**src/rtl/writeback_pkg.sv**
```systemverilog
// rtl/writeback_pkg.sv - shared widths, constants and entry type for the writeback queue
package writeback_pkg;

    localparam int DATA_W = 32;
    localparam int ADDR_W = 5;
    localparam logic [ADDR_W-1:0] ZERO_REG = 5'd0;

    typedef struct packed {
        logic [ADDR_W-1:0] addr;
        logic [DATA_W-1:0] data;
    } wb_entry_t;

endpackage

```
**src/rtl/wbq_match.sv**
```systemverilog
// rtl/wbq_match.sv - youngest-match search over pending writeback entries
//
// Purpose: given the entry array and the live window [head, head+count),
// reports whether any live entry targets addr and returns the data of the
// youngest such entry. Register 0 never matches.
// Ports:
//   entries  - queue storage, indexed by slot
//   head     - slot of the oldest live entry
//   count    - number of live entries
//   addr     - register address to look up
//   hit      - a live entry targets addr
//   data     - data of the youngest matching entry, 0 on a miss
module wbq_match
    import writeback_pkg::*;
#(
    parameter int DEPTH = 4
) (
    input  wb_entry_t                    entries [DEPTH],
    input  logic [$clog2(DEPTH)-1:0]     head,
    input  logic [$clog2(DEPTH):0]       count,
    input  logic [ADDR_W-1:0]            addr,
    output logic                         hit,
    output logic [DATA_W-1:0]            data
);

    localparam int PW = $clog2(DEPTH);
    localparam int CW = PW + 1;

    // Walk from oldest to youngest so a later match overrides an earlier one.
    always_comb begin : search
        logic [PW-1:0] idx;
        hit  = 1'b0;
        data = '0;
        idx  = '0;
        for (int i = 0; i < DEPTH; i++) begin
            idx = head + PW'(i);
            if ((CW'(i) < count) && (addr != ZERO_REG) && (entries[idx].addr == addr)) begin
                hit  = 1'b1;
                data = entries[idx].data;
            end
        end
    end

endmodule

```
**src/rtl/writeback_queue.sv**
```systemverilog
// rtl/writeback_queue.sv - dual-producer register-file write buffer with optional forwarding
//
// Purpose: accepts up to two register writes per cycle (load stage and ALU
// stage), stores them in a circular FIFO and drains one per cycle into the
// register file write port. Optional macro WBQ_FWD_EN compiles in forwarding
// of pending data to two read ports; without it the fwd outputs are tied to 0.
// Ports:
//   clk, rst                        - clock, synchronous active-high reset
//   mem_valid/addr/data, mem_ready  - load-stage write request
//   alu_valid/addr/data, alu_ready  - ALU-stage write request
//   wb_we, wb_addr, wb_data         - register file write port
//   fwd0/1_addr                     - read addresses to look up
//   fwd0/1_hit, fwd0/1_data         - pending-data forwarding results
module writeback_queue
    import writeback_pkg::*;
#(
    parameter int DEPTH = 4
) (
    input  logic              clk,
    input  logic              rst,
    input  logic              mem_valid,
    input  logic [ADDR_W-1:0] mem_addr,
    input  logic [DATA_W-1:0] mem_data,
    output logic              mem_ready,
    input  logic              alu_valid,
    input  logic [ADDR_W-1:0] alu_addr,
    input  logic [DATA_W-1:0] alu_data,
    output logic              alu_ready,
    output logic              wb_we,
    output logic [ADDR_W-1:0] wb_addr,
    output logic [DATA_W-1:0] wb_data,
    input  logic [ADDR_W-1:0] fwd0_addr,
    input  logic [ADDR_W-1:0] fwd1_addr,
    output logic              fwd0_hit,
    output logic              fwd1_hit,
    output logic [DATA_W-1:0] fwd0_data,
    output logic [DATA_W-1:0] fwd1_data
);

    localparam int PW = $clog2(DEPTH);
    localparam int CW = PW + 1;

    wb_entry_t       entries [DEPTH];
    logic [PW-1:0]   head;
    logic [PW-1:0]   tail;
    logic [CW-1:0]   count;

    logic            non_empty;
    logic            mem_store;
    logic            alu_store;
    logic [1:0]      enq_n;
    logic [PW-1:0]   alu_slot;

    assign non_empty = (count != '0);

    // Readiness looks only at the registered count; the pop happening this
    // cycle is deliberately not credited so ready never depends on wb_we.
    assign mem_ready = (count <= CW'(DEPTH - 1));
    assign alu_ready = (count <= CW'(DEPTH - 2)) ||
                       ((count == CW'(DEPTH - 1)) && !mem_valid);

    // Writes to register 0 are acknowledged but never occupy a slot.
    assign mem_store = mem_valid && mem_ready && (mem_addr != ZERO_REG);
    assign alu_store = alu_valid && alu_ready && (alu_addr != ZERO_REG);
    assign enq_n     = {1'b0, mem_store} + {1'b0, alu_store};

    // The mem entry is older in program order, so the ALU entry goes behind it.
    assign alu_slot  = tail + PW'(mem_store);

    assign wb_we   = non_empty;
    assign wb_addr = non_empty ? entries[head].addr : '0;
    assign wb_data = non_empty ? entries[head].data : '0;

    always_ff @(posedge clk) begin
        if (rst) begin
            head  <= '0;
            tail  <= '0;
            count <= '0;
        end else begin
            if (mem_store) begin
                entries[tail] <= '{addr: mem_addr, data: mem_data};
            end
            if (alu_store) begin
                entries[alu_slot] <= '{addr: alu_addr, data: alu_data};
            end
            tail  <= tail + PW'(enq_n);
            head  <= head + PW'(non_empty);
            count <= count + CW'(enq_n) - CW'(non_empty);
        end
    end

`ifdef WBQ_FWD_EN
    wbq_match #(.DEPTH(DEPTH)) u_match0 (
        .entries (entries),
        .head    (head),
        .count   (count),
        .addr    (fwd0_addr),
        .hit     (fwd0_hit),
        .data    (fwd0_data)
    );

    wbq_match #(.DEPTH(DEPTH)) u_match1 (
        .entries (entries),
        .head    (head),
        .count   (count),
        .addr    (fwd1_addr),
        .hit     (fwd1_hit),
        .data    (fwd1_data)
    );
`else
    logic unused_fwd;
    assign unused_fwd = ^{fwd0_addr, fwd1_addr};

    assign fwd0_hit  = 1'b0;
    assign fwd1_hit  = 1'b0;
    assign fwd0_data = '0;
    assign fwd1_data = '0;
`endif

endmodule

```
**config.mk**
```make
export PLATFORM = sky130hd
export DESIGN_NAME = writeback_queue
export DESIGN_NICKNAME = d
export VERILOG_FILES = /design/src/rtl/writeback_pkg.sv /design/src/rtl/wbq_match.sv /design/src/rtl/writeback_queue.sv
export SDC_FILE = /design/constraint.sdc
export NUM_CORES = 1
export LEC_CHECK = 0
export ABC_AREA = 1
export BUFFER_PORTS_ARGS = -buffer_cell sky130_fd_sc_hd__buf_4
export CAP_MARGIN = 20
export CORE_ASPECT_RATIO = 0.9
export CORE_UTILIZATION = 50
export DETAILED_ROUTE_END_ITERATION = 6
export PLACE_DENSITY = 0.79
export RECOVER_POWER = 50
export SLEW_MARGIN = 15
export SYNTH_ARGS = -nofsm -noshare
export SYNTH_HDL_FRONTEND = slang
export SYNTH_SLANG_ARGS = --single-unit
```
**constraint.sdc**
```tcl
create_clock -name clk -period 2.53 [get_ports clk]
set_input_delay 0.253 -clock clk [delete_from_list [all_inputs] [get_ports clk]]
set_output_delay 0.253 -clock clk [all_outputs]
set_load 0.05 [all_outputs]
```
# Word level (Yosys, flattened, before mapping)
# Memories as Yosys holds them, arrays and structs flattened. A register that Yosys moved wholly into a read port is not among the register bits.
# Cells that the tools add are included.
# W data, S select, Z words.
dict set report word_totals {
  ff_bits 7
  mem_bits_rw 148
  inputBits 88
  output_inout_bits 106
  word_cells 32
  n_memories 1
}
dict set report classes {
  add_sub_neg 6
  n_lt_le_gt_ge 2
  eq_ne 1
  mux 9
  n_reduce_logical 10
}
# name depth word_bits read_ports rd_ports_with_merged_regs wr line
set mem_list {}
lappend mem_list {entries 4 37 1 1 2 writeback_queue.sv:43} ;# wb_entry_t entries [DEPTH];
# operator n
set op_table {}
lappend op_table {{$mux W32} 1}
lappend op_table {{$reduce_bool A5 Y1} 2}
lappend op_table {{$le A3 B2 Y1 const B} 2}
lappend op_table {{$mux W1} 6}
lappend op_table {{$logic_and A1 B1 Y1} 5}
lappend op_table {{$mux W5} 1}
lappend op_table {{$add A2 B1 Y2} 2}
lappend op_table {{$add A3 B2 Y3} 1}
lappend op_table {{$eq A3 B2 Y1 const B} 1}
lappend op_table {{$reduce_bool A3 Y1} 1}
lappend op_table {{$sub A3 B1 Y3} 1}
lappend op_table {{$add A1 B1 Y2} 1}
lappend op_table {{$add A2 B2 Y2} 1}
lappend op_table {{$mux W2} 1}
lappend op_table {{$logic_not A1 Y1} 1}
lappend op_table {{$logic_or A1 B1 Y1} 1}

# Depth between registers and ports, before layout
dict set report depth {
  ltp_word 8
  depth_mapped 14
  depth_no_buf 13
}

# Least setup slack after synthesis
# Ideal clock, no wire load.
dict set report synth_timing {
  path_type {register to register}
  start {register count[1]}
  end {register count[2]}
  setup_time_ns 0.131
  arrival_time_ns 2.562
  required_ns 2.399
  slack_ns -0.163
  path_stages_with_launch 14
  n_path_buf 2
  period_less_slack_ns 2.693
  cell_sequence {dfxtp_1 nor2_1 inv_1 nor2_1 buf_2 buf_1 inv_1 ha_1 inv_1 ha_1 fa_1 xnor2_1 o21ai_0 a21oi_1}
}
dict set report synth_via {
  word_cells_on_any_way 13
  classes_between {add/sub: 3; order compare: 2; eq/ne: 1; reduce/logical: 7}
}
# item line
set synth_lines {}
lappend synth_lines {{from (decl)} writeback_queue.sv:46} ;# logic [CW-1:0] count;
lappend synth_lines {{from (signal assigned)} writeback_queue.sv:88} ;# count <= count + CW'(enq_n) - CW'(non_empty);
lappend synth_lines {{$reduce_bool A3 Y1} writeback_queue.sv:54} ;# assign non_empty = (count != '0);
lappend synth_lines {{via wb_we} writeback_queue.sv:29} ;# output logic wb_we,
lappend synth_lines {{$sub A3 B1 Y3} writeback_queue.sv:88}
# The timed path passes the listed nets, and every way through them passes these cells.
# A chain may end at the register's enable or synchronous reset.

==> impl_metrics.csv <==
group,metric,value,unit
run_status,outcome,"completed",
placed_design,port_buffers,117,
worst_setup_path,critPathRequiredTime,2.28,ns
grt,grt_pass1_vias,7677,
grt,antenna_found_initial,0,
worst_setup_path,crit_type,"reg -> out",
cts,cts_buffers,17,
route,ant_nets,0,
route,wirelength,25200,µm
power,peakVddDrop,0.000678,V
cts,clk_pin_slew,0.06,ns
die,initial_core_util,50.9,%
cts,cts_root_buffer,"clkbuf_16",
cts,htree_levels,4,
worst_setup_path,rrSetupSlack,0.20,ns
worst_setup_path,path_cells,"inv_2 -> buf_4 -> o21ai_0 -> a21oi_1 -> buf_4",
worst_setup_path,crit_arrival,2.23,ns
placed_design,gp_congestion,0.833,
die,core_area,18300,µm²
cts,clockBufferDepth,2,
route,drc_errors,0,
worst_hold_path,hold_path.class,"in -> reg",
timing,period_minus_slack,2.48,ns
worst_setup_path,max_stage_delay,0.43,ns
cts,tritoncts,"done",
worst_hold_path,min_delay_worst_endpoint,"count[1]",
timing,final_max_slew_viol_count,0,
timing,fin_crit_sh,98.1,%
synthesis,ys_async_sr_fraction,0,%
final_layout,fin_util,58.3,%
timing,slew_headroom,40.2,%
timing,max_freq,0.403,GHz
synthesis,ys_seq_area_share,49.1,%
timing,rsz0062_at_grt,"true",
timing,hold_violations,0,
grt,grt_max_degree,106,
placed_design,dp_hpwl,15300,µm
synthesis,synth_most_common_cell,"nand2_1",
final_layout,fillers,1598,
grt,track_usage,27.0,%
synthesis,ys_ff_latch,155,
power,leakagePower,0.00463,µW
worst_hold_path,min_path_cells,2,
power,p_per_area,1240,nW/µm²
worst_setup_path,cp-end-kind,"output port",
worst_setup_path,ff2ff_path_depth,12,
synthesis,synth.distinct_cells,28,
die,rows,47,
worst_setup_path,start_kind,"flop",
worst_setup_path,r2r-end,"count[2]",
route,dr_total_vias,8019,
cts,clk_latency,0.43,ns
route,via_per_inst,5.55,
final_layout,ff_latch_area,4590,µm²
final_layout,diodes,0,
die,die_w,146,µm
worst_setup_path,slowest_stage,"dfxtp_2",
route,post_drt_wl_per_cell,17.5,µm
synthesis,synth_flop_cell,"edfxtp_1",
placed_design,dpl_cell_area,10100,µm²
final_layout,final_nets,1282,
worst_setup_path,cpMostUsedCell,"buf_4",
grt,grt_first_pass_wirelength,40400,µm
die,die_area,19200,µm²
die,ios,194,
die,die_h,132,µm
worst_hold_path,min-delay-start,"rst",
synthesis,synthesis.instances,1100,
route,drt_pass1_iterations,5,
synthesis,synth_edf_count,148,
timing,setup_viol,0,
route,drt-initial-drc-count,825,
cts,post-cts-setup-buffers,0,
worst_setup_path,crit_fanout,31,
worst_setup_path,reg2reg_from,"count[1]",
synthesis,synth_common_cells,"309 x nand2_1, 161 x nor2_1, 148 x edfxtp_1, 148 x nand4_1, 77 x buf_4",
final_layout,layout-drive-gt1-share,17.9,%
grt,overflow,0,
job,cap_violations,0,
synthesis,netlist_area,9350,µm²
final_layout,stdcell_area,10700,µm²
synthesis,synth_top_area_share,47.6,%
synthesis,synth_top_area_cell,"edfxtp_1",
timing,skew,0.00866,ns
final_layout,syn_to_final_growth,14.6,%
timing,worstMarginPinSlew,0.896,ns
synthesis,avgSynthCellArea,8.50,µm²
synthesis,yosys_warnings,0,
synthesis,synthTopCellsByArea,"edfxtp_1 48%, nand2_1 12%, nand4_1 9.9%",
cts,clock-sinks,155,
final_layout,multi_input_area,3850,µm²
-- repair_timing --
action                                  in CTS  in global routing
gates resized for setup                      0                  4
endpoints found under the setup margin       0                307
endpoints found under the hold margin        0                  0
hold buffers                                 0                  0
-- flip-flops by register name, summed over array words and instances (netlist names) --
| name | count |
|---|---|
| tail | 2 |
| head | 2 |
| count | 3 |
| entries | 148 |
-- worst max path at each step --
stage                     cells past startpoint       endpoint        start
after CTS                                     7  entries[0][6]     count[2]
after global placement                       13       count[2]  alu_addr[0]
final                                         5     wb_data[4]      head[0]
after detailed placement                     13       count[2]  alu_addr[0]
after floorplan                              13       count[2]     count[1]
after global routing                          6     wb_data[0]      head[0]
-- layout make-up --
type,count,area share [%]
clock buffers,19,4.04
clock inverters,13,1.64
inverters,22,0.830
multi-input cells,830,36.0
flip-flops and latches,155,42.9
well taps,245,2.86
repair buffers,160,11.8
-- metal layers --
layer  vias up  wire (µm)  global-route usage [%]
met3        63       2310                    4.38
li1       3833          -                       -
met5         -          0                       0
met4         0        629                    11.5
met1      3627      10300                    36.2
met2       496      12000                    43.4
-- layout by cell type (no fill, tap or decap), drive strengths merged, types with 2 or more instances in the layout --
cell,n
a21oi,39
buf,158
bufinv,4
clkbuf,21
clkinv,6
clkinvlp,4
conb,66
dfxtp,7
edfxtp,148
ha,7
inv,21
nand2,310
nand3,8
nand3b,2
nand4,148
nor2,167
o21ai,77
xnor2,3
-- power breakdown --
| group | internal, µW | switching [µW] |
|---|---|---|
| combinational | 1870 | 5220 |
| clock | 1640 | 1010 |
| sequential | 3410 | 155 |
| total | 6920 | 6390 |
-- kinds of logic after synthesis --
family,count (synthesis),share of synthesized area [%]
compound gates,117,6.28
simple gates,636,30.4
fa+ha+maj,8,1.15
xor+xnor,3,0.281
other cells,1,0.0401
buf+inv,180,12.8
flops,155,49.1
-- worst max-delay path: cells and delay by family (launching register included) --
family	cells	cell delay (ns)
compound gates	2	0.37
buf+inv	3	0.99
flops	1	0.43
-- through the flow --
stage	power, µW	hold WS, ns	TNS (ns)	worst slack (ns)	instances
after global placement	10500	0.489	-0.0101	-0.0101	1412
final	13300	0.0491	0	0.0481	1444
after CTS	13300	0.0455	0	0.0326	1444
after detailed placement	10600	0.489	-0.209	-0.0319	1412
after floorplan	8650	0.324	-0.0847	-0.0847	1165
after global routing	13900	0.0492	-0.260	-0.0582	1444
Power figures use the tool's default switching activity.
